### src/rtl/seg7_pkg.sv
// rtl/seg7_pkg.sv - shared FSM states, 7-segment patterns and power-of-ten helper
package seg7_pkg;

    localparam logic [1:0] ST_IDLE    = 2'd0;
    localparam logic [1:0] ST_CONVERT = 2'd1;
    localparam logic [1:0] ST_UPDATE  = 2'd2;

    // Active-low gfedcba patterns
    localparam logic [6:0] SEG_0     = 7'b1000000;
    localparam logic [6:0] SEG_1     = 7'b1111001;
    localparam logic [6:0] SEG_2     = 7'b0100100;
    localparam logic [6:0] SEG_3     = 7'b0110000;
    localparam logic [6:0] SEG_4     = 7'b0011001;
    localparam logic [6:0] SEG_5     = 7'b0010010;
    localparam logic [6:0] SEG_6     = 7'b0000010;
    localparam logic [6:0] SEG_7     = 7'b1111000;
    localparam logic [6:0] SEG_8     = 7'b0000000;
    localparam logic [6:0] SEG_9     = 7'b0010000;
    localparam logic [6:0] SEG_BLANK = 7'b1111111;
    localparam logic [6:0] SEG_DASH  = 7'b0111111;

    function automatic logic [63:0] pow10(input int n);
        logic [63:0] r;
        r = 64'd1;
        for (int i = 0; i < n; i++) begin
            r = r * 64'd10;
        end
        return r;
    endfunction

endpackage

### src/rtl/seg7_digit_encoder.sv
// rtl/seg7_digit_encoder.sv - BCD nibble to active-low 7-segment pattern
module seg7_digit_encoder
    import seg7_pkg::*;
(
    input  logic [3:0] digit,
    output logic [6:0] segments
);

    always_comb begin
        case (digit)
            4'd0:    segments = SEG_0;
            4'd1:    segments = SEG_1;
            4'd2:    segments = SEG_2;
            4'd3:    segments = SEG_3;
            4'd4:    segments = SEG_4;
            4'd5:    segments = SEG_5;
            4'd6:    segments = SEG_6;
            4'd7:    segments = SEG_7;
            4'd8:    segments = SEG_8;
            4'd9:    segments = SEG_9;
            default: segments = SEG_BLANK;
        endcase
    end

endmodule

### src/rtl/multi_digit_bcd_display.sv
// rtl/multi_digit_bcd_display.sv - sequential binary-to-BCD converter driving a multi-digit 7-segment display
module multi_digit_bcd_display
    import seg7_pkg::*;
#(
    parameter int NUM_DIGITS = 6,
    parameter int BIN_WIDTH  = 20
) (
    input  logic                    clk,
    input  logic                    reset,
    input  logic [BIN_WIDTH-1:0]    in_value,
    input  logic                    in_blank_lz,
    input  logic                    in_valid,
    output logic                    in_ready,
    output logic [NUM_DIGITS*7-1:0] hex,
    output logic                    overflow,
    output logic                    done
);

    localparam int          BCD_W = NUM_DIGITS * 4 + 4;
    localparam int          CNT_W = $clog2(BIN_WIDTH + 1);
    localparam logic [63:0] LIMIT = pow10(NUM_DIGITS) - 64'd1;

    logic [1:0]              state_q;
    logic [BIN_WIDTH-1:0]    value_q;
    logic [BIN_WIDTH-1:0]    shift_q;
    logic [BCD_W-1:0]        bcd_q;
    logic [CNT_W-1:0]        cnt_q;
    logic                    blank_q;

    logic [BCD_W-1:0]        adj;
    logic [BCD_W-1:0]        bcd_next;
    logic [NUM_DIGITS*7-1:0] seg_enc;
    logic [NUM_DIGITS*7-1:0] hex_next;
    logic                    ovf_next;
    logic                    leading;

    assign in_ready = (state_q == ST_IDLE);

    // One double-dabble step: add 3 to every nibble >= 5, then shift in the next binary MSB
    always_comb begin
        adj = bcd_q;
        for (int d = 0; d < NUM_DIGITS + 1; d++) begin
            if (adj[4*d +: 4] >= 4'd5) begin
                adj[4*d +: 4] = adj[4*d +: 4] + 4'd3;
            end
        end
        bcd_next = (adj << 1) | BCD_W'(shift_q[BIN_WIDTH-1]);
    end

    genvar g;
    generate
        for (g = 0; g < NUM_DIGITS; g++) begin : g_enc
            seg7_digit_encoder u_enc (
                .digit    (bcd_q[4*g +: 4]),
                .segments (seg_enc[7*g +: 7])
            );
        end
    endgenerate

    assign ovf_next = (64'(value_q) > LIMIT);

    // Walk from the top digit down; blanking stops at the first nonzero digit and never reaches digit 0
    always_comb begin
        hex_next = '1;
        leading  = blank_q;
        for (int d = NUM_DIGITS - 1; d >= 0; d--) begin
            if (bcd_q[4*d +: 4] != 4'd0) begin
                leading = 1'b0;
            end
            if (ovf_next) begin
                hex_next[7*d +: 7] = SEG_DASH;
            end else if (leading && (d != 0)) begin
                hex_next[7*d +: 7] = SEG_BLANK;
            end else begin
                hex_next[7*d +: 7] = seg_enc[7*d +: 7];
            end
        end
    end

    always_ff @(posedge clk or posedge reset) begin
        if (reset) begin
            state_q  <= ST_IDLE;
            value_q  <= '0;
            shift_q  <= '0;
            bcd_q    <= '0;
            cnt_q    <= '0;
            blank_q  <= 1'b0;
            hex      <= '1;
            overflow <= 1'b0;
            done     <= 1'b0;
        end else begin
            done <= 1'b0;
            case (state_q)
                ST_IDLE: begin
                    if (in_valid) begin
                        value_q <= in_value;
                        shift_q <= in_value;
                        blank_q <= in_blank_lz;
                        bcd_q   <= '0;
                        cnt_q   <= '0;
                        state_q <= ST_CONVERT;
                    end
                end
                ST_CONVERT: begin
                    bcd_q   <= bcd_next;
                    shift_q <= shift_q << 1;
                    cnt_q   <= cnt_q + 1'b1;
                    if (cnt_q == CNT_W'(BIN_WIDTH - 1)) begin
                        state_q <= ST_UPDATE;
                    end
                end
                ST_UPDATE: begin
                    hex      <= hex_next;
                    overflow <= ovf_next;
                    done     <= 1'b1;
                    state_q  <= ST_IDLE;
                end
                default: state_q <= ST_IDLE;
            endcase
        end
    end

endmodule

### config.mk
export PLATFORM = sky130hd
export DESIGN_NAME = multi_digit_bcd_display
export DESIGN_NICKNAME = d
export VERILOG_FILES = /design/src/rtl/seg7_pkg.sv /design/src/rtl/seg7_digit_encoder.sv /design/src/rtl/multi_digit_bcd_display.sv
export SDC_FILE = /design/constraint.sdc
export NUM_CORES = 1
export LEC_CHECK = 0
export ABC_AREA = 0
export CAP_MARGIN = 10
export CORE_MARGIN = 5
export CORE_UTILIZATION = 30
export CTS_CLUSTER_DIAMETER = 40
export CTS_CLUSTER_SIZE = 40
export DETAILED_ROUTE_END_ITERATION = 6
export PLACE_DENSITY = 0.52
export SETUP_SLACK_MARGIN = 0.2
export SYNTH_ARGS = -nofsm -noshare
export SYNTH_HDL_FRONTEND = slang
export SYNTH_SLANG_ARGS = --single-unit
### constraint.sdc
create_clock -name clk -period 3.9 [get_ports clk]
set_input_delay 0.78 -clock clk [delete_from_list [all_inputs] [get_ports clk]]
set_output_delay 0.78 -clock clk [all_outputs]
set_load 0.01 [all_outputs]
; Yosys cells after proc, flatten, opt, wreduce, memory -nomap -nowiden
; Memories as Yosys holds them, arrays and structs flattened.
; Cells that the tools add are included.
[totals]
reg_bits = 120
rom_bits = 672
elab_cells = 80
input_bits = 24
mem_count = 6
out_inout_bits = 45
[op_classes]
bitwise_logic = 1
add_sub_neg = 8
muxes = 33
n_reduce_logical = 10
n_lt_le_gt_ge = 8
n_eq_ne = 5
[mem_list]
columns = name, words, width, read_ports, rd_ports_with_merged_regs, write_ports, line
row1 = (name not given), 16, 7, 1, 0, 0, seg7_digit_encoder.sv:10  ; case (digit)
row2 = (name not given), 16, 7, 1, 0, 0, seg7_digit_encoder.sv:10
row3 = (name not given), 16, 7, 1, 0, 0, seg7_digit_encoder.sv:10
row4 = (name not given), 16, 7, 1, 0, 0, seg7_digit_encoder.sv:10
row5 = (name not given), 16, 7, 1, 0, 0, seg7_digit_encoder.sv:10
row6 = (name not given), 16, 7, 1, 0, 0, seg7_digit_encoder.sv:10
[ops]
columns = op, count
row1 = 7-bit two-way mux, 11
row2 = 28-bit case mux with 2 select lines, 1
row3 = 20-bit case mux with 2 select lines, 1
row4 = "4-bit by 3-bit greater-or-equal comparator with 1-bit output, second input constant", 7
row5 = 28-bit two-way mux, 1
row6 = 28-bit by 1-bit bitwise OR with 28-bit output, 1
row7 = "4-bit by 2-bit adder with 4-bit output, second input constant", 6
row8 = 4-bit two-way mux, 6
row9 = "20-bit > comparator, second input constant", 1
row10 = 20-bit two-way mux, 1
row11 = 4-bit nonzero test, 5
row12 = 5-bit case mux with 2 select lines, 1
row13 = 1-bit two-way mux, 6
row14 = 2-bit AND reduction, 3
row15 = "5-bit by 1-bit adder with 5-bit output, second input constant", 1
row16 = "5-bit == test, second input constant", 1
row17 = 5-bit two-way mux, 1
row18 = 2-bit two-way mux, 2
row19 = "2-bit inequality test, second input constant", 2
row20 = 2-bit case mux with 2 select lines, 1
row21 = "3-bit by 2-bit adder with 3-bit output, second input constant", 1
row22 = 3-bit two-way mux, 1
row23 = "2-bit by 1-bit == test with 1-bit output, second input constant", 1
row24 = "2-bit == test, second input constant", 1
row25 = other kinds (2), 2

; Longest topological paths before layout
; Gate-level depths: netlist of the first run.
[depth]
word_depth = 8
mapped_depth = 7
depth_no_buf = 7

; Hierarchy
; Synthesis of the first run repeated with hierarchy kept, for this count alone.
[unflattened]
cells_unflattened = 716
area_unflattened_um2 = 6266.0
[modules_own_cells]
columns = module, seq_area_each_um2, n_inst, cells_each, area_each_um2
row1 = multi_digit_bcd_display, 2805.2, 1, 518, 5004.8
row2 = seg7_digit_encoder, 0.0, 6, 33, 210.2

; Worst setup path after synthesis of the first run
; Ideal clock, no wire load.
[synth_path]
kind = reg2reg
from = register bcd_q[12]
to = register hex[7]
path_buffers = 0
synth_period_minus_slack_ns = 1.772
required_time_ns = 3.827
setup_ns = 0.073
slack_ns = 2.128
stages_incl_launch_ff = 8
t_arrival_ns = 1.699
path_cell_list = dfrtp_1 -> inv_1 -> ha_1 -> nor4bb_1 -> and4_1 -> a31oi_1 -> and3_1 -> a21oi_1
[synth_via]
elab_chain_cells = 6
[synth_rtl]
columns = element, line
row1 = start: declaration, multi_digit_bcd_display.sv:26  ; logic [BCD_W-1:0] bcd_q;
row2 = start signal: assignment, multi_digit_bcd_display.sv:105  ; bcd_q <= bcd_next;
row3 = 4-bit nonzero test, multi_digit_bcd_display.sv:67  ; if (bcd_q[4*d +: 4] != 4'd0) begin
row4 = 1-bit two-way mux (3 in series), multi_digit_bcd_display.sv:67
row5 = 7-bit two-way mux, multi_digit_bcd_display.sv:72  ; end else if (leading && (d != 0)) begin
row6 = 7-bit two-way mux, multi_digit_bcd_display.sv:70  ; if (ovf_next) begin
row7 = end signal: assignment, multi_digit_bcd_display.sv:113  ; hex <= hex_next;
row8 = end: declaration, multi_digit_bcd_display.sv:14  ; output logic [NUM_DIGITS*7-1:0] hex,
; Every way passes these cells.
; A chain may end at the register's enable or synchronous reset.

; Worst setup path after layout of the first run
[layout_path]
from = register state_q[1]
to = output in_ready
[layout_via]
elab_chain_cells = 1
[layout_rtl]
columns = element, line
row1 = start: declaration, multi_digit_bcd_display.sv:23  ; logic [1:0] state_q;
row2 = start signal: assignment, multi_digit_bcd_display.sv:82  ; state_q <= ST_IDLE;
row3 = start signal: assignment, multi_digit_bcd_display.sv:101  ; state_q <= ST_CONVERT;
row4 = start signal: assignment, multi_digit_bcd_display.sv:109  ; state_q <= ST_UPDATE;
row5 = 2-bit zero test, multi_digit_bcd_display.sv:37  ; assign in_ready = (state_q == ST_IDLE);
row6 = end: declaration, multi_digit_bcd_display.sv:13  ; output logic in_ready,
; Every way passes these cells.

==> results of run 1 <==
cell families after synthesis:
group,count (synthesis),share of synthesized area
multiplexers,9,0.0163
AND/OR/NAND/NOR,270,0.205
buffers and inverters,64,0.0422
adder cells (fa/ha/maj),35,0.0750
XOR/XNOR,13,0.0195
AO/OA/AOI/OAI,158,0.162
flip-flops,110,0.481
state kept, by name (all words and copies together), names as in the netlist:
register / count
hex: 42
overflow: 1
value_q: 14
blank_q: 1
shift_q: 20
bcd_q: 24
cnt_q: 5
state_q: 2
done: 1
final cells by class:
cell class | count | area (sq um)
clock buffer | 13 | 260
multi-input combinational | 485 | 2790
sequential | 110 | 2810
tap | 265 | 332
clock inverter | 3 | 41.3
inverter | 26 | 100
timing repair buffer | 78 | 781
fill | 1942 | 12200
per-layer routing:
layer | track usage | wire length [um] | share of wire | up-vias
met2 | 0.202 | 6220 | 0.45 | 84
li1 | - | - | - | 2347
met4 | 0.0352 | 160 | 0.012 | 0
met1 | 0.178 | 6800 | 0.49 | 2170
met5 | 0 | 0 | 0 | -
met3 | 0.0294 | 618 | 0.045 | 13
power groups by stage:
stage          combinational (mW)  sequential (mW)  clock (mW)
5_1_grt                      2.84             2.33        1.02
2_1_floorplan                1.88             2.07           0
3_5_place_dp                 2.50             2.26           0
6_report                     2.49             2.24       0.940
4_1_cts                      2.52             2.24       0.976
3_3_place_gp                 2.46             2.24           0
Yosys cell counts, drive strengths merged, types with 5 or more instances:
| cell type | n |
|---|---|
| nand3 | 40 |
| clkbuf | 29 |
| xnor2 | 11 |
| nand2b | 10 |
| dfstp | 42 |
| o22a | 8 |
| mux2i | 5 |
| nor2 | 54 |
| dfrtp | 68 |
| a21oi | 45 |
| o21ai | 67 |
| a31oi | 13 |
| nor3 | 6 |
| buf | 9 |
| nand2 | 136 |
| inv | 26 |
| ha | 35 |
metrics by stage:
| stage | area [sq um] | worst slack (ps) | util |
|---|---|---|---|
| global route | 7110 | 1430 | 0.368 |
| global placement | 6810 | 1600 | 0.352 |
| floorplan | 5840 | 287 | - |
| CTS | 7110 | 1460 | 0.368 |
| detailed placement | 6810 | 1560 | 0.352 |
| finish | 7110 | 1470 | 0.368 |
cells in the final DEF, fill, tap and decap left out, types with 4 or more instances in the layout:
cell	count
sky130_fd_sc_hd__ha_1	35
sky130_fd_sc_hd__dfstp_2	42
sky130_fd_sc_hd__mux2_2	4
sky130_fd_sc_hd__nor2_1	53
sky130_fd_sc_hd__nand2_1	136
sky130_fd_sc_hd__o22a_1	8
sky130_fd_sc_hd__clkbuf_16	9
sky130_fd_sc_hd__clkdlybuf4s50_1	68
sky130_fd_sc_hd__a31oi_1	13
sky130_fd_sc_hd__dfrtp_1	68
sky130_fd_sc_hd__inv_1	25
sky130_fd_sc_hd__nand3_1	40
sky130_fd_sc_hd__nor3_1	6
sky130_fd_sc_hd__nor3b_1	4
sky130_fd_sc_hd__buf_4	8
sky130_fd_sc_hd__a21oi_1	45
sky130_fd_sc_hd__nand2b_1	10
sky130_fd_sc_hd__o21ai_0	67
sky130_fd_sc_hd__xnor2_1	11
sky130_fd_sc_hd__mux2i_1	5
how the worst max path moves through the flow:
stage | start | endpoint | slack, ps
finish | state_q[1]$_DFFE_PP0P_ | in_ready | 1470
global route | state_q[1]$_DFFE_PP0P_ | in_ready | 1430
CTS | state_q[1]$_DFFE_PP0P_ | in_ready | 1460
detailed placement | in_valid | bcd_q[15]$_DFFE_PP0P_ | 1560
global placement | in_valid | bcd_q[15]$_DFFE_PP0P_ | 1600
floorplan | reset | bcd_q[0]$_DFFE_PP0P_ | 290
tightest hold or removal path, cell delays in order (launching register included):
cell and delay [ps]:
sky130_fd_sc_hd__dfstp_2 370, sky130_fd_sc_hd__nand2_1 40, sky130_fd_sc_hd__nand2_1 40
==> parameters.txt, run 1 <==
Parameter                              Value

Run status
  Result of the run ... completed

Placement
  Port Buffer Count ... between 60 and 70
  Placed wire-length estimate after detailed placement ... just under 10,000 um
  Dpl cells ... between 900 and 1,000
  Placer congestion estimate ... 0.869

Worst setup path
  R2R cell count ... 5
  Worst Path Arrival ... about 1700 ps
  Crit path cell chain ... nor2_1 -> clkdlybuf4s50_1
  R2R Setup Slk ... between 1500 and 2000 ps
  CP max stage delay ... 600 ps
  Critical register-to-register path startpoint ... value_q[8]$_DFFE_PP0P_
  Crit path max-delay cell type ... sky130_fd_sc_hd__clkdlybuf4s50_1
  Required time at the endpoint of the critical path ... roughly 3100 ps
  Top delay family on crit path ... buffers and inverters
  Kind of end point of the critical path ... output port
  Critical path startpoint category ... register
  Top fanout value on the critical path ... 4
  Buffering stage count on the worst path with inverters included ... 1
  Reg-to-reg critical path endpoint ... hex[23]$_DFFE_PP1P_
  WP depth ... 2
  Type of the worst setup path ... reg -> out

Yosys
  Synthesized area per cell ... about 9 sq um
  Count of synthesis-stage warnings from yosys ... 0
  FF+latch count, synth ... 110
  Synthesized cell area ... between 5000 and 6000 sq um
  Synthesized netlist net count ... around 720
  Portion of synthesized cell area occupied by the leading cell type ... 0.292
  Top cells by area, synth ... sky130_fd_sc_hd__dfrtp_1 29%, sky130_fd_sc_hd__dfstp_2 19%, sky130_fd_sc_hd__nand2_1 8.7%, sky130_fd_sc_hd__ha_1 7.5%, sky130_fd_sc_hd__o21ai_0 5.7%
  Sequential cell area fraction in the yosys report ... 0.481
  Synth cell types ... between 50 and 60
  EDFF count, synth ... 0
  Fraction of registers with async set or reset after synthesis ... 1.00
  Most instantiated flip-flop cell in the synthesis netlist ... sky130_fd_sc_hd__dfrtp_1
  Number of standard cells after synthesis ... approximately 660
  Dominant cell type by area after synthesis ... sky130_fd_sc_hd__dfrtp_1

Drt
  Routed wire length per instance ... 14.1 um
  Routed wire length ... ~14,000 um
  DRC ... 0
  Vias per std cell ... 4.71
  Number of detailed-routing iterations run before antenna repair ... 5
  DRT antenna net count ... 0
  DRC marker count from the first detailed-route iteration ... 210
  Count of vias placed by the detailed router ... 4,614

Timing
  Worst slew margin relative to its limit ... 0.510
  # setup viols final ... 0
  Worst Tran Pin Value ... 735 ps
  Final worst-path cycle share ... 0.623
  Final Critical Period ... 2430 ps
  Final Hold Fails ... 0
  Number of pins with negative max-slew slack in the final report ... 0
  Top achievable clock speed ... 412 MHz
  Worst Hold Margin ... between 400 and 500 ps
  Setup_tns ... 0 ps
  Max Clock Skew ... 10.4 ps
  Unrepaired setup endpoints after global routing ... no

Clocking
  Buffer levels on the longest clock path ... 2
  CTS tree ... yes
  Number of clock sinks ... between 100 and 150
  Cts repair resizes ... 0
  Buffer type at the clock tree root ... sky130_fd_sc_hd__clkbuf_16
  CTS clock-pin slew for the worst setup and hold paths ... ~70 ps
  TritonCTS Buffers ... 9
  Number of setup buffers added after CTS ... 0
  Hold_buf cts ... 0
  CTS H-tree depth ... 3
  Clock insertion delay at the later pin of the skew report ... about 360 ps

Global route
  Via count of the first global-routing pass ... roughly 4,500
  Maximum number of pins on one net before global-route repair ... 51
  Overall overflow remaining after global route ... 0
  Global Route Usage Sum ... 0.128
  First-pass GRT wire length ... 23,000 um
  Number of antenna violations at the first check in global routing ... 0

Hold path
  Cells on Worst Hold Path ... 2
  Worst hold-check path type ... reg -> reg
  Hold Crit Endpoint ... hex[39]$_DFFE_PP1P_
  Launch instance of the worst min-delay path ... hex[39]$_DFFE_PP1P_

Job
  Max-capacitance violation count ... 0

Power and ir drop
  Power density over the cells ... 798 nW/um^2
  Part of the power in the clock network ... 0.166
  VDD IR max ... between 0.2 and 0.3 mV
  Combinational fraction of design power ... 0.439
  Relative contribution of sequential cells to total power ... 0.395
  Net switching fraction of the power ... 0.403
  Design Power ... between 5 and 6 mW
  Int Pwr ... ~3.4 mW
  Net switching power ... approximately 2.3 mW
  Leakage ... between 3 and 4 nW

Final layout
  Area growth syn-to-layout ... 21.8%
  Ratio of cells with drive above 1 in the final layout ... 0.113
  Net count, final ... 769
  Number of antenna diodes ... 0
  Post-route non-filler standard cell count ... 980

Floorplanning
  Horizontal die dimension ... 149 um
  Floorplan core area ... approximately 19,000 sq um
  Die Footprint ... between 20,000 and 25,000 sq um
  Top Ports ... between 60 and 70
  Std cell rows ... 51
  Starting utilization of the core area ... 0.302
  Vertical die dimension ... between 100 and 150 um
Power figures use the tool's default switching activity.
==> run 2, diff against run 1 <==
==> constraint.sdc (replaced) <==
create_clock -name clk -period 2.5 [get_ports clk]
set_input_delay 0.5 -clock clk [delete_from_list [all_inputs] [get_ports clk]]
set_output_delay 0.5 -clock clk [all_outputs]
set_load 0.01 [all_outputs]
==> run 2 against run 1 <==
Net effect: sequential power rose by 54%; clock power rose by 56%; final area rose by 0.25%; via count fell by 0.26%; sequential share of layout area fell by 0.097 points; non-clock buffer count rose by 1; critical path type unchanged; largest power group unchanged; critical path depth did not move; register-to-register slack got worse by 1300 ps; first-iteration DRC count fell by 2.9%; clock skew fell by 2.9 ps; setup slack got worse by 1100 ps; final cell count rose by 0.10%.
==> parameters.txt, run 2 (synthesis results as in run 1) <==
Parameter                              Value

Floorplanning
  Die Footprint ... 22,300 sq um (unchanged)
  Std cell rows ... 51 (unchanged)
  Top Ports ... 69 (unchanged)
  Horizontal die dimension ... 149 um (unchanged)
  Vertical die dimension ... 149 um (unchanged)
  Floorplan core area ... 19,300 sq um (unchanged)
  Starting utilization of the core area ... 0.302 (unchanged)

Drt
  Vias per std cell ... 4.69 (-0.36%)
  DRC ... 0 (unchanged)
  DRC marker count from the first detailed-route iteration ... 204 (-2.9%)
  DRT antenna net count ... 0 (unchanged)
  Number of detailed-routing iterations run before antenna repair ... 5 (unchanged)
  Routed wire length ... 13,600 um (-1.1%)
  Count of vias placed by the detailed router ... 4,602 (-0.26%)
  Routed wire length per instance ... 13.9 um (-1.2%)

Final layout
  Register bank with the most flops ... hex
  Net count, final ... 770 (+0.13%)
  Area growth syn-to-layout ... 22.1%
  Most used cells in the layout excluding fill and tap cells ... 136 x sky130_fd_sc_hd__nand2_1, 68 x sky130_fd_sc_hd__dfrtp_1, 68 x sky130_fd_sc_hd__clkdlybuf4s50_1
  Number of antenna diodes ... 0 (unchanged)
  Fill cell total of the finished layout ... 1,994 (+2.7%)
  Post-route non-filler standard cell count ... 981 (+0.10%)
  Registers with the most flip-flops ... hex: 42 flops, bcd_q: 24 flops, shift_q: 20 flops
  Design Area, Final ... 7120 sq um (+0.25%)
  Final design utilization ... 0.368 (+0.000906)
  Ratio of cells with drive above 1 in the final layout ... 0.119 (+0.00543)
  Most common cell after layout, fill and taps aside ... sky130_fd_sc_hd__nand2_1
  Number of flip-flops under the largest register name ... 42 (unchanged)

Worst setup path
  CP max stage delay ... 600 ps (about the same)
  Reg-to-reg critical path endpoint ... hex[7]$_DFFE_PP1P_
  Kind of end point of the critical path ... output port
  Worst Path Arrival ... 1640 ps (about the same)
  Type of the worst setup path ... reg -> out
  Crit path cell chain ... nor2_1 -> clkdlybuf4s50_1
  Worst setup path end ... in_ready
  Crit path max-delay cell type ... sky130_fd_sc_hd__clkdlybuf4s50_1
  Critical path startpoint category ... register
  Required time at the endpoint of the critical path ... 2000 ps (-1120 ps)
  Top fanout value on the critical path ... 4 (unchanged)
  Critical register-to-register path startpoint ... bcd_q[21]$_DFFE_PP0P_
  R2R Setup Slk ... 380 ps (-1320 ps)
  R2R cell count ... 7 (+2)
  Timing startpoint of the critical path ... state_q[1]$_DFFE_PP0P_

Clocking
  Hold_buf cts ... 0 (unchanged)
  CTS H-tree depth ... 3 (unchanged)
  Clock insertion delay at the later pin of the skew report ... 350 ps (about the same)
  TritonCTS Buffers ... 9 (unchanged)
  CTS clock-pin slew for the worst setup and hold paths ... 70 ps (about the same)
  Number of clock sinks ... 110 (unchanged)
  Buffer type at the clock tree root ... sky130_fd_sc_hd__clkbuf_16
  CTS tree ... yes
  Buffer levels on the longest clock path ... 2 (unchanged)

Timing
  Worst Hold Margin ... 457 ps (-0.233 ps)
  Setup WS post-layout ... 356 ps (-1120 ps)
  Final worst-path cycle share ... 0.858
  # setup viols final ... 0 (unchanged)
  Number of pins with negative max-slew slack in the final report ... 0 (unchanged)
  Worst slew margin relative to its limit ... 0.563 (+0.0524)
  Final Hold Fails ... 0 (unchanged)
  Worst Tran Pin Value ... 656 ps (-78.6 ps)
  Top achievable clock speed ... ~470 MHz
  Setup_tns ... 0 ps (unchanged)
  Final Critical Period ... between 2000 and 2500 ps
  Unrepaired setup endpoints after global routing ... no
  Max Clock Skew ... 7.54 ps (-2.85 ps)

Global route
  Number of antenna violations at the first check in global routing ... 0 (unchanged)
  Overall overflow remaining after global route ... 0 (unchanged)
  Maximum number of pins on one net before global-route repair ... 111 (+120%)
  First-pass GRT wire length ... 22,800 um (-0.99%)
  Via count of the first global-routing pass ... 4,434 (-1.2%)
  Global Route Usage Sum ... 0.125 (-0.00288)

Placement
  Dpl cells ... 965 (+0.10%)
  Placement Setup Slack ... 349 ps (-1210 ps)
  Placed wire-length estimate after detailed placement ... 9770 um (+0.28%)
  Total cell area at the placement stage ... 6800 sq um (about the same)
  Port Buffer Count ... 68 (unchanged)
  Placer congestion estimate ... 0.805 (-7.3%)

Hold path
  Worst hold-check path type ... reg -> reg

Run status
  Result of the run ... completed

Power and ir drop
  Design Power ... 8.84 mW (+56%)
  Leakage ... 2.99 nW (-0.23%)
  VDD IR max ... 0.420 mV (+48%)
  Power density over the cells ... 1240 nW/um^2 (+56%)

Job
  Max-capacitance violation count ... 0 (unchanged)
## run 2: cell types whose count changed in the layout (fill, tap and decap cells not counted), sizes merged
cell / delta
clkinvlp: +4
inv: -2
buf: +1
bufinv: -1
clkinv: -1
## run 2: final cells by class
class	count	area, sq um	area share
inverters	26	101	0.0142
clock inverters	3	22.5	0.00316
clock buffers	13	293	0.0411
well taps	265	332	0.0465
repair buffers	79	776	0.109
multi-input cells	485	2800	0.392
flip-flops and latches	110	2810	0.394
## run 2: worst min-delay path by stage
| stage | slack (ps) | to | depth (start not counted) | start |
|---|---|---|---|---|
| final | 460 | hex[39]$_DFFE_PP1P_ | 2 | hex[39]$_DFFE_PP1P_ |
| after global routing | 480 | hex[28]$_DFFE_PP1P_ | 2 | hex[28]$_DFFE_PP1P_ |
| after CTS | 460 | hex[28]$_DFFE_PP1P_ | 2 | hex[28]$_DFFE_PP1P_ |
| after detailed placement | 450 | hex[28]$_DFFE_PP1P_ | 2 | hex[28]$_DFFE_PP1P_ |
| after global placement | 450 | hex[39]$_DFFE_PP1P_ | 2 | hex[39]$_DFFE_PP1P_ |
| after floorplan | 450 | value_q[18]$_DFFE_PP0P_ | 2 | value_q[18]$_DFFE_PP0P_ |
## run 2: layer usage
metal,share of wire,global-route usage,wire (um),vias to the layer above
met3,0.048,0.0303,653,6
met4,0.0070,0.0261,95,0
met5,0,0,0,-
li1,-,-,-,2342
met2,0.45,0.195,6120,93
met1,0.50,0.178,6780,2161
## run 2: timing repair
| action | 4_1_cts | 5_1_grt |
|---|---|---|
| resized for setup | 0 | 2 |
| setup buffers | 0 | 0 |
| setup endpoints to repair | 0 | 9 |
## run 2: critical path: cells and delay by family, from the launching register on
kind | cells | cell delay, ps
DFF | 1 | 410
and+or+nand+nor | 1 | 290
buffers and inverters | 1 | 600
## run 2: where the power goes
group	switching, mW	internal, mW
Combinational	2.09	1.82
Clock	0.646	0.826
Sequential	0.820	2.64
==> run 3, diff against run 2 <==
==> constraint.sdc (replaced) <==
create_clock -name clk -period 2.5 [get_ports clk]
set_input_delay 0.5 -clock clk [delete_from_list [all_inputs] [get_ports clk]]
set_output_delay 0.5 -clock clk [all_outputs]
set_load 0.02 [all_outputs]
==> run 3 against run 2 <==
Net effect: largest cell class unchanged; clock skew is 0.93 ps higher; combinational power rose by 5.4%; critical path type unchanged; via count grew 2.4%; highest routed layer unchanged; hold slack is essentially flat; critical endpoint unchanged; routed wire length increased by 1.0%.
==> parameters.txt, run 3 (synthesis results as in run 1) <==
Parameter                              Value

Drt
  Routed wire length ... 13,800 um (+1.0%)
  DRC ... 0 (unchanged)
  DRT antenna net count ... 0 (unchanged)
  Vias per std cell ... 4.80 (+2.3%)
  DRC marker count from the first detailed-route iteration ... 176 (-14%)
  Count of vias placed by the detailed router ... 4,712 (+2.4%)
  Number of detailed-routing iterations run before antenna repair ... 5 (unchanged)
  Routed wire length per instance ... 14.0 um (+0.94%)

Final layout
  Most common cell after layout, fill and taps aside ... sky130_fd_sc_hd__nand2_1
  Registers with the most flip-flops ... hex: 42 flops, bcd_q: 24 flops, shift_q: 20 flops
  Net count, final ... 771 (+0.13%)
  Sequential cell area in the final layout ... 2810 sq um (unchanged)
  Register bank with the most flops ... hex
  Most used cells in the layout excluding fill and tap cells ... 136 x sky130_fd_sc_hd__nand2_1, 68 x sky130_fd_sc_hd__dfrtp_1, 68 x sky130_fd_sc_hd__clkdlybuf4s50_1
  Total area of multi-input combinational cells ... 2800 sq um (+0.13%)
  Number of flip-flops under the largest register name ... 42 (unchanged)
  Area growth syn-to-layout ... 22.3%
  Post-route non-filler standard cell count ... 982 (+0.10%)
  Fill cell total of the finished layout ... 1,988 (-0.30%)
  Ratio of cells with drive above 1 in the final layout ... 0.120 (+0.00123)
  Number of antenna diodes ... 0 (unchanged)

Worst setup path
  Worst Path Arrival ... 1690 ps (+50 ps)
  Timing startpoint of the critical path ... state_q[1]$_DFFE_PP0P_
  Critical register-to-register path startpoint ... bcd_q[12]$_DFFE_PP0P_
  Required time at the endpoint of the critical path ... 2000 ps (about the same)
  R2R cell count ... 7 (unchanged)
  Top fanout value on the critical path ... 4 (unchanged)
  Type of the worst setup path ... reg -> out
  Kind of end point of the critical path ... output port
  Critical path startpoint category ... register

Floorplanning
  Top Ports ... 69 (unchanged)
  Vertical die dimension ... 149 um (unchanged)
  Starting utilization of the core area ... 0.302 (unchanged)
  Die Footprint ... 22,300 sq um (unchanged)
  Floorplan core area ... 19,300 sq um (unchanged)
  Horizontal die dimension ... 149 um (unchanged)
  Std cell rows ... 51 (unchanged)

Global route
  First-pass GRT wire length ... 23,100 um (+1.4%)
  Maximum number of pins on one net before global-route repair ... 111 (unchanged)
  Overall overflow remaining after global route ... 0 (unchanged)
  Via count of the first global-routing pass ... 4,524 (+2.0%)
  Global Route Usage Sum ... 0.128 (+0.00296)
  Number of antenna violations at the first check in global routing ... 0 (unchanged)

Power and ir drop
  Design Power ... 9.08 mW (+2.7%)
  Leakage ... 3.01 nW (+0.47%)
  VDD IR max ... 0.558 mV (+33%)
  Power density over the cells ... 1270 nW/um^2 (+2.5%)

Timing
  Max Clock Skew ... 8.47 ps (+0.929 ps)
  Setup WS post-layout ... 308 ps (-48.1 ps)
  Worst Tran Pin Value ... 685 ps (+29.1 ps)
  Number of pins with negative max-slew slack in the final report ... 0 (unchanged)
  Worst slew margin relative to its limit ... 0.543 (-0.0194)
  Final worst-path cycle share ... 0.877 (+0.0192)
  Final Critical Period ... 2190 ps (+48.1 ps)
  Unrepaired setup endpoints after global routing ... no
  # setup viols final ... 0 (unchanged)
  Worst Hold Margin ... 456 ps (-0.260 ps)
  Top achievable clock speed ... 456 MHz (-2.2%)
  Setup_tns ... 0 ps (unchanged)
  Final Hold Fails ... 0 (unchanged)

Clocking
  Clock insertion delay at the later pin of the skew report ... 360 ps (about the same)
  CTS H-tree depth ... 3 (unchanged)
  TritonCTS Buffers ... 9 (unchanged)
  CTS tree ... yes
  Number of clock sinks ... 110 (unchanged)
  Buffer levels on the longest clock path ... 2 (unchanged)
  CTS clock-pin slew for the worst setup and hold paths ... 70 ps (about the same)
  Number of setup buffers added after CTS ... 0 (unchanged)
  Buffer type at the clock tree root ... sky130_fd_sc_hd__clkbuf_16

Placement
  Placement Setup Slack ... 349 ps (+0.0910 ps)
  Placer congestion estimate ... 0.825 (+2.5%)
  Port Buffer Count ... 68 (unchanged)
  Placed wire-length estimate after detailed placement ... 9850 um (+0.80%)
  Dpl cells ... 966 (+0.10%)

Hold path
  Worst hold-check path type ... reg -> reg
  Cells on Worst Hold Path ... 2 (unchanged)
  Launch instance of the worst min-delay path ... hex[39]$_DFFE_PP1P_

Job
  Max-capacitance violation count ... 0 (unchanged)

Run status
  Result of the run ... completed
## run 3: stage by stage
stage	instance area (sq um)	util
2_1_floorplan	5840	-
3_3_place_gp	6810	0.352
3_5_place_dp	6810	0.352
4_1_cts	7130	0.369
5_1_grt	7140	0.369
6_report	7140	0.369
## run 3: timing repair
action / CTS / global route
endpoints found under the setup margin: 0 / 9
resized for setup: 0 / 2
hold buffers: 0 / 0
## run 3: path summary, 6_finish.rpt
| path | end | slack (ps) |
|---|---|---|
| setup / recovery | in_ready | 310 |
| hold / removal | hex[39]$_DFFE_PP1P_ | 460 |
| setup reg to reg | hex[7]$_DFFE_PP1P_ | 370 |
| hold reg to reg | hex[39]$_DFFE_PP1P_ | 460 |
| max in group asynchronous | bcd_q[19]$_DFFE_PP0P_ | 1400 |
| min in group asynchronous | bcd_q[14]$_DFFE_PP0P_ | 660 |
## run 3: report_power, final
part / internal (mW) / switching, mW / total, mW
Combinational: 1.83 / 2.29 / 4.12
Sequential: 2.64 / 0.807 / 3.45
Clock: 0.848 / 0.665 / 1.51
## run 3: worst max-delay path, stage by stage (launching register included)
cell and delay, ps:
sky130_fd_sc_hd__dfrtp_1 410, sky130_fd_sc_hd__nor2_1 260, sky130_fd_sc_hd__clkdlybuf4s50_1 670
## run 3: routing by layer
layer	GRT usage	routed length, um	up-vias
met5	0	0	-
met4	0.0247	94	0
met3	0.0342	742	6
met2	0.194	6090	108
met1	0.186	6860	2235
li1	-	-	2363
## run 3: layout make-up
type | instances | share of cell area
Timing Repair Buffer | 80 | 0.110
Multi-Input combinational cell | 485 | 0.392
Clock buffer | 11 | 0.0356
Sequential cell | 110 | 0.393
Tap cell | 265 | 0.0465
Inverter | 26 | 0.0142
Clock inverter | 5 | 0.00894
